<file path="src/rtl/snax_alu_job_sched.sv">
// Job scheduler for the SNAX ALU: buffers core-side job configs in a FIFO and
// issues them one at a time to the accelerator, tracking busy and completions.
module snax_alu_job_sched #(
  parameter int unsigned RegRWCount   = 3,
  parameter int unsigned RegDataWidth = 32,
  parameter int unsigned JobDepth     = 4
) (
  input  logic                               clk_i,
  input  logic                               rst_ni,
  input  logic [RegRWCount*RegDataWidth-1:0] job_cfg_i,
  input  logic                               job_valid_i,
  output logic                               job_ready_o,
  input  logic                               flush_i,
  output logic [RegRWCount*RegDataWidth-1:0] acc_cfg_o,
  output logic                               acc_cfg_valid_o,
  input  logic                               acc_cfg_ready_i,
  input  logic                               acc_busy_i,
  output logic [$clog2(JobDepth):0]          pending_o,
  output logic [RegDataWidth-1:0]            done_count_o,
  output logic                               idle_o
);

  localparam int unsigned CfgW = RegRWCount * RegDataWidth;
  localparam int unsigned PtrW = $clog2(JobDepth);
  localparam int unsigned CntW = PtrW + 1;

  typedef enum logic [1:0] {IDLE, ISSUE, WAIT_START, WAIT_DONE} state_e;

  state_e                  state_q;
  logic [CfgW-1:0]         mem_q [JobDepth];
  logic [PtrW-1:0]         wr_ptr_q, rd_ptr_q;
  logic [CntW-1:0]         cnt_q;
  logic [RegDataWidth-1:0] done_q;

  logic [CfgW-1:0]         head;
  logic [RegDataWidth-1:0] head_len;
  logic                    empty, full, push, pop, issue_pop, drop, head_issuable;

  assign head          = mem_q[rd_ptr_q];
  assign head_len      = head[2*RegDataWidth-1:RegDataWidth];
  assign empty         = (cnt_q == '0);
  assign full          = (cnt_q == CntW'(JobDepth));
  assign job_ready_o   = !full && !flush_i;
  assign push          = job_valid_i && job_ready_o;
  assign issue_pop     = (state_q == ISSUE) && acc_cfg_ready_i;
  assign drop          = (state_q == IDLE) && !flush_i && !empty && (head_len == '0);
  assign pop           = issue_pop || drop;
  assign head_issuable = !flush_i && !empty && (head_len != '0);

  assign pending_o    = cnt_q;
  assign done_count_o = done_q;
  assign idle_o       = (state_q == IDLE) && empty;

  always_ff @(posedge clk_i) begin
    if (push) mem_q[wr_ptr_q] <= job_cfg_i;
  end

  // Flush during ISSUE keeps only the head so the pending handshake stays valid.
  always_ff @(posedge clk_i or negedge rst_ni) begin
    if (!rst_ni) begin
      wr_ptr_q <= '0;
      rd_ptr_q <= '0;
      cnt_q    <= '0;
    end else if (flush_i) begin
      if (state_q == ISSUE) begin
        wr_ptr_q <= rd_ptr_q + 1'b1;
        rd_ptr_q <= rd_ptr_q + PtrW'(issue_pop);
        cnt_q    <= issue_pop ? '0 : CntW'(1);
      end else begin
        wr_ptr_q <= rd_ptr_q;
        cnt_q    <= '0;
      end
    end else begin
      if (push) wr_ptr_q <= wr_ptr_q + 1'b1;
      if (pop)  rd_ptr_q <= rd_ptr_q + 1'b1;
      cnt_q <= cnt_q + CntW'(push) - CntW'(pop);
    end
  end

  always_ff @(posedge clk_i or negedge rst_ni) begin
    if (!rst_ni) begin
      state_q         <= IDLE;
      acc_cfg_valid_o <= 1'b0;
      acc_cfg_o       <= '0;
      done_q          <= '0;
    end else begin
      case (state_q)
        IDLE: begin
          if (head_issuable) begin
            state_q         <= ISSUE;
            acc_cfg_valid_o <= 1'b1;
            acc_cfg_o       <= head;
          end else if (drop) begin
            done_q <= done_q + 1'b1;
          end
        end
        ISSUE: begin
          if (acc_cfg_ready_i) begin
            state_q         <= WAIT_START;
            acc_cfg_valid_o <= 1'b0;
            acc_cfg_o       <= '0;
          end
        end
        WAIT_START: begin
          if (acc_busy_i) state_q <= WAIT_DONE;
        end
        WAIT_DONE: begin
          if (!acc_busy_i) begin
            done_q <= done_q + 1'b1;
            if (head_issuable) begin
              state_q         <= ISSUE;
              acc_cfg_valid_o <= 1'b1;
              acc_cfg_o       <= head;
            end else begin
              state_q <= IDLE;
            end
          end
        end
        default: state_q <= IDLE;
      endcase
    end
  end

endmodule

</file>
<file path="config.mk">
export PLATFORM = sky130hd
export DESIGN_NAME = snax_alu_job_sched
export DESIGN_NICKNAME = d
export VERILOG_FILES = /design/src/rtl/snax_alu_job_sched.sv
export SDC_FILE = /design/constraint.sdc
export NUM_CORES = 1
export LEC_CHECK = 0
export ABC_AREA = 1
export ABC_CLOCK_PERIOD_IN_PS = 7400
export CAP_MARGIN = 20
export CORE_MARGIN = 2
export CORE_UTILIZATION = 35
export DETAILED_ROUTE_END_ITERATION = 16
export MAX_ROUTING_LAYER = met4
export PLACE_DENSITY = 0.56
export SYNTH_ARGS = -nofsm -noshare
export SYNTH_HDL_FRONTEND = slang
export SYNTH_SLANG_ARGS = --single-unit
</file>
<file path="constraint.sdc">
create_clock -name clk_i -period 7.4 [get_ports clk_i]
set_clock_uncertainty 0.1 [all_clocks]
set_input_delay 1.48 -clock clk_i [delete_from_list [all_inputs] [get_ports clk_i]]
set_output_delay 1.48 -clock clk_i [all_outputs]
set_load 0.02 [all_outputs]
</file>
# Yosys cells after proc, flatten, opt, wreduce, memory -nomap -nowiden
# Memories as Yosys holds them, arrays and structs flattened.
# Index checks and enable logic that the tools add are counted.
# totals
reg_bits	138
elab_cells	79
mem_count	1
out_inout_bits	134
ramBits	384
inputBits	102
# memory_table
memory	words	word_bits	read_ports	rd_ports_with_merged_regs	wr	line	text
mem_q	4	96	1	0	1	30	logic [CfgW-1:0] mem_q [JobDepth];
# classes
mux	29
n_addsub	6
reduce_logical	25
eq_ne	11
# ops
operator	count
$mux W96	3
$pmux W96 S3	1
$mux W32	3
$pmux W32 S2	1
$add A32 B1 Y32 const B	1
$logic_not A32 Y1	1
$reduce_bool A32 Y1	1
$mux W2	10
$ne A2 B2 Y1 const B	6
$logic_and A1 B1 Y1	9
$mux W1	8
$pmux W2 S4	1
$reduce_and A4 Y1	2
$reduce_bool A2 Y1	3
$add A2 B1 Y2 const B	2
$eq A2 B2 Y1 const B	2
$add A3 B1 Y3	1
$eq A3 B3 Y1 const B	1
$logic_not A1 Y1	3
$logic_not A3 Y1	1
$mux W3	1
$pmux W1 S3	1
$reduce_and A3 Y1	1
$reduce_bool A3 Y1	1
7 further kinds	7

# Depth between registers and ports, before layout
# depth
word_depth	7
ltp_mapped	20

# Worst setup path before layout
# Ideal clock, no wire load.
# synth_path
path_type	input-to-reg
start	in flush_i
end	mem mem_q[0][0] (netlist bit), enable pin
t_arrival_ns	6.158
path_slack_ns	0.590
setup_ns	0.552
stages	3
path_cell_list	a21oi_1 > nand2_1 > nor2_1
# synth_via
elab_chain_len	5
# synth_lines
item	line	text
start, declared	13	input logic flush_i,
$logic_not A1 Y1	43	assign job_ready_o = !full && !flush_i;
$logic_and A1 B1 Y1	43	
$logic_and A1 B1 Y1	44	assign push = job_valid_i && job_ready_o;
$mux W1	55	if (push) mem_q[wr_ptr_q] <= job_cfg_i;
$mux W1 (implied by the code)	55	
end, declared	30	
# Every way passes these cells.

# Final worst setup path
# layout_path
start	reg rd_ptr_q[1]
end	reg acc_cfg_o[64]
# layout_via
elab_chain_len	6
# layout_lines
item	line	text
start, declared	31	logic [PtrW-1:0] wr_ptr_q, rd_ptr_q;
start signal, assigned	67	rd_ptr_q <= rd_ptr_q + PtrW'(issue_pop);
start signal, assigned	75	if (pop) rd_ptr_q <= rd_ptr_q + 1'b1;
$mem_v2 Z4 W96 *	--	
$reduce_bool A32 Y1	48	assign head_issuable = !flush_i && !empty && (head_len != '0);
$logic_and A1 B1 Y1	48	
$mux W96 *	89, 110	
$mux W96	108	if (!acc_busy_i) begin
$pmux W96 S3 *	87	case (state_q)
end signal, assigned	84	acc_cfg_o <= '0;
end signal, assigned	92	acc_cfg_o <= head;
end signal, assigned	113	acc_cfg_o <= head;
end, declared	14	output logic [RegRWCount*RegDataWidth-1:0] acc_cfg_o,
# Every way passes the cells marked *; elsewhere a longest branch is shown, timed or not. The select of a mux whose other input is x is not followed.
# A chain may end at the register's enable or synchronous reset.

==> metrics.md <==
| Metric | Value |
|---|---|
| Outcome | `finished, final reports clean` |
| Post-Syn Instances | `between 1500 and 2000` |
| Vias in the first global route | `~14000` |
| Crit. End Element | `flop` |
| Largest net degree at the start of global routing | `~130` |
| Syn avg cell area | `11.7 µm²` |
| Final WL | `around 55 mm` |
| WL/cell | `19.4 µm` |
| Setup Crit Path Kind | `flop to flop` |
| Clk root buf | `clkbuf_16` |
| Final setup vio count | `0` |
| Gr ovfl total | `0` |
| CP max stage cell | `dfrtp_4` |
| IO Pins | `~240` |
| Synthesized area | `between 20000 and 25000 µm²` |
| Num rows | `90` |
| CTS tree | `built` |
| Core area | `between 60000 and 70000 µm²` |
| Leakage power | `between 9 and 10 nW` |
| Worst hold path class | `flop to flop` |
| Die H | `250 µm` |
| Crit-path cells | `clkinv_2 -> nand3_1 -> nand2_1 -> nand2_1 -> nor2_1 -> nand2_1 -> nor2_1 -> nand2_1 -> nand3_4 -> nand2_2 -> buf_4 -> nand3_1 -> nand2_1` |
| H-tree depth | `2` |
| Initial Utilization | `35.2%` |
| CTS resizes | `0` |
| Crit path DAT | `5090 ps` |
| Via count | `14344` |
| Met3 wire length | `approximately 2.7 mm` |
| Post-CTS Repair Setup Buffers | `0` |
| Initial DRT Pass Iterations | `5` |
| Design area | `approximately 26000 µm²` |
| Peak per-stage delay on the critical path | `roughly 820 ps` |
| Nets | `around 2100` |
| Worst-path fanout max | `43` |
| Unrepaired setup endpoints after global routing | `no` |
| Tmin final | `4650 ps` |
| CP required | `7840 ps` |
| Register area share after synthesis | `a little under three quarters` |
| Antenna Violating Nets Remaining | `0` |
| Setup TNS | `0 ps` |
| Hold buffer count at CTS | `0` |
| Die W | `roughly 250 µm` |
| Initial drt markers | `roughly 940` |
| Worst-Margin Slew | `between 1000 and 1500 ps` |
| Met2 WL | `around 26 mm` |
| Antenna violations before repair | `6` |
| Num CTS Buffers | `53` |
| Clock Latency Late Sink | `approximately 600 ps` |
| Placed cell count | `between 2000 and 3000` |
| Syn-to-layout area delta | `23.2%` |
| Sink Count | `about 520` |
| Fin. max-slew vios | `0` |
| First-pass GRT wire length | `between 80 and 90 mm` |
| YS warnings | `0` |
| Final hold violations | `0` |
| Pwr dens | `roughly 390 nW/µm²` |
| Worst Setup Start Kind | `flop` |
| Layout cell share with drive strength beyond 1 | `5.92%` |
| Clk slew on worst S/H paths | `about 60 ps` |
| Placer Congestion | `about 0.9` |
| DP Wirelength | `just over 30 mm` |
| Top sig layer | `met4` |
| GRT Resource Usage Total | `between 10% and 20%` |
| Cell Count, Final, Fillers Out | `2833` |
| Yosys cell types | `29` |
| Post-synth net total | `just under 2000` |
| Fillers | `about 5600` |
| Worst VDD drop | `0.000315 V` |
| Max Cap Viol | `0` |
| # DRC | `0` |
| Max-Slew Margin vs Limit | `between 30% and 40%` |
| Met1 WL | `around 25 mm` |
| # port buffers | `~240` |
| Crit path top cell by count | `nand2_1` |
| Max Clk Rate | `approximately 210 MHz` |
| Placed inst area | `between 20000 and 25000 µm²` |
| Full die area | `62300 µm²` |
| Fin crit share | `a little over three fifths` |
| Clock Path Buffers | `3` |
| Synthesized flop and latch total | `approximately 520` |
| Drt via density | `just over 5` |
-- kinds of logic after synthesis --
| group | synth area share (%) |
|---|---|
| AO/OA/AOI/OAI | 6.50 |
| XOR/XNOR | 1.41 |
| adder cells (fa/ha/maj) | 0.925 |
| buffers and inverters | 3.15 |
| flip-flops | 71.0 |
| AND/OR/NAND/NOR | 17.0 |
-- power by group --
| part | internal [mW] | switching (mW) | leakage, nW |
|---|---|---|---|
| Combinational | 1.12 | 2.34 | 3.62 |
| Clock | 1.59 | 1.15 | 0.883 |
| Sequential | 3.64 | 0.259 | 5.29 |
| Total | 6.35 | 3.75 | 9.79 |
-- layer usage --
layer  up-vias  track usage, %
li1       6799               -
met1      7135            24.2
met2       343            28.5
met3        67            3.38
met4         0            4.49
met5         -               -
-- cell usage in the layout (no fill, tap or decap), types with 2 or more instances in the layout --
cell type,n
clkinv_4,4
inv_1,31
nor2_1,171
nor2_4,4
nand2_2,3
dfrtp_4,2
buf_4,11
o22ai_1,64
dfrtp_1,136
buf_16,2
nor3_1,16
nand3_1,272
nor4_1,6
a21oi_1,4
edfxtp_1,384
nand2_1,371
o21ai_0,133
o31ai_1,33
nand4_1,4
clkinv_2,14
clkbuf_1,8
ha_1,14
clkinvlp_4,3
diode_2,6
bufinv_16,6
o211ai_1,2
clkdlybuf4s50_1,234
xnor2_1,10
xor2_1,24
clkbuf_16,54
inv_6,4
clkbuf_8,3
buf_12,4
clkinv_1,4
-- Yosys cell counts --
| master | instances | area share (%) |
|---|---|---|
| nand2_1 | 373 | 6.6 |
| nor3_1 | 16 | 0.38 |
| nor3b_1 | 1 | 0.036 |
| buf_6 | 7 | 0.37 |
| fa_1 | 1 | 0.095 |
| o31ai_1 | 33 | 1.2 |
| nor2_1 | 175 | 3.1 |
| clkinv_1 | 1 | 0.018 |
| ha_1 | 14 | 0.83 |
| buf_1 | 9 | 0.16 |
| a21boi_0 | 1 | 0.036 |
| inv_2 | 1 | 0.018 |
| clkbuf_1 | 65 | 1.2 |
| nor4_1 | 6 | 0.18 |
| buf_4 | 4 | 0.14 |
| inv_1 | 32 | 0.57 |
| o211ai_1 | 2 | 0.071 |
| o22ai_1 | 64 | 1.9 |
| nand3_1 | 273 | 6.5 |
| xor2_1 | 24 | 1.0 |
| edfxtp_1 | 384 | 55 |
| dfrtp_1 | 138 | 16 |
| o21ai_0 | 133 | 3.2 |
| xnor2_1 | 10 | 0.42 |
| nand2_2 | 2 | 0.059 |
| a21oi_1 | 4 | 0.095 |
| buf_2 | 30 | 0.71 |
| nand4_1 | 4 | 0.12 |
| a21oi_4 | 1 | 0.077 |
-- path summary, 6_finish.rpt --
path	start	to	slack, ps	cells after the start
worst max-delay path	rd_ptr_q[1]$_DFFE_PN0P_	acc_cfg_o[64]$_DFFE_PN0P_	2750	13
worst min-delay path	acc_cfg_o[72]$_DFFE_PN0P_	acc_cfg_o[72]$_DFFE_PN0P_	410	2
worst max register to register	rd_ptr_q[1]$_DFFE_PN0P_	acc_cfg_o[64]$_DFFE_PN0P_	2750	13
worst min register to register	acc_cfg_o[72]$_DFFE_PN0P_	acc_cfg_o[72]$_DFFE_PN0P_	410	2
max in group asynchronous	rst_ni	rd_ptr_q[1]$_DFFE_PN0P_	4760	2
min in group asynchronous	rst_ni	done_count_o[15]$_DFFE_PN0P_	800	1
-- through the flow --
stage	setup WS, ps	power [mW]	hold slack (ps)	utilization [%]
3_3_place_gp	2720	7.38	390	40.2
2_1_floorplan	590	6.13	402	-
4_1_cts	2620	10.2	416	43.2
5_1_grt	2280	10.7	438	43.3
3_5_place_dp	2650	7.43	394	40.2
6_report	2750	10.1	412	43.3
-- area by class of cell --
cell class                      instances  area [µm²]  share of cell area, %
Antenna cell                            6        15.0                 0.0578
Clock buffer                           65        1420                   5.47
Clock inverter                         35         370                   1.43
Inverter                               34         134                  0.515
Multi-Input combinational cell       1137        5500                   21.2
Sequential cell                       522       15000                   57.7
Tap cell                              782         978                   3.77
Timing Repair Buffer                  252        2570                   9.89
-- critical path, delay by kind of cell, from the launching register on --
kind / cells / cell delay [ps]
buffers and inverters: 2 / 1260
DFF: 1 / 820
and+or+nand+nor: 11 / 2330
-- sequential cells by signal (all words and copies together) (netlist names) --
name,count
pending_o,3
done_count_o,32
acc_cfg_valid_o,1
rd_ptr_q,2
mem_q,384
acc_cfg_o,96
wr_ptr_q,2
state_q,2
(Power assumes the default switching activity.)
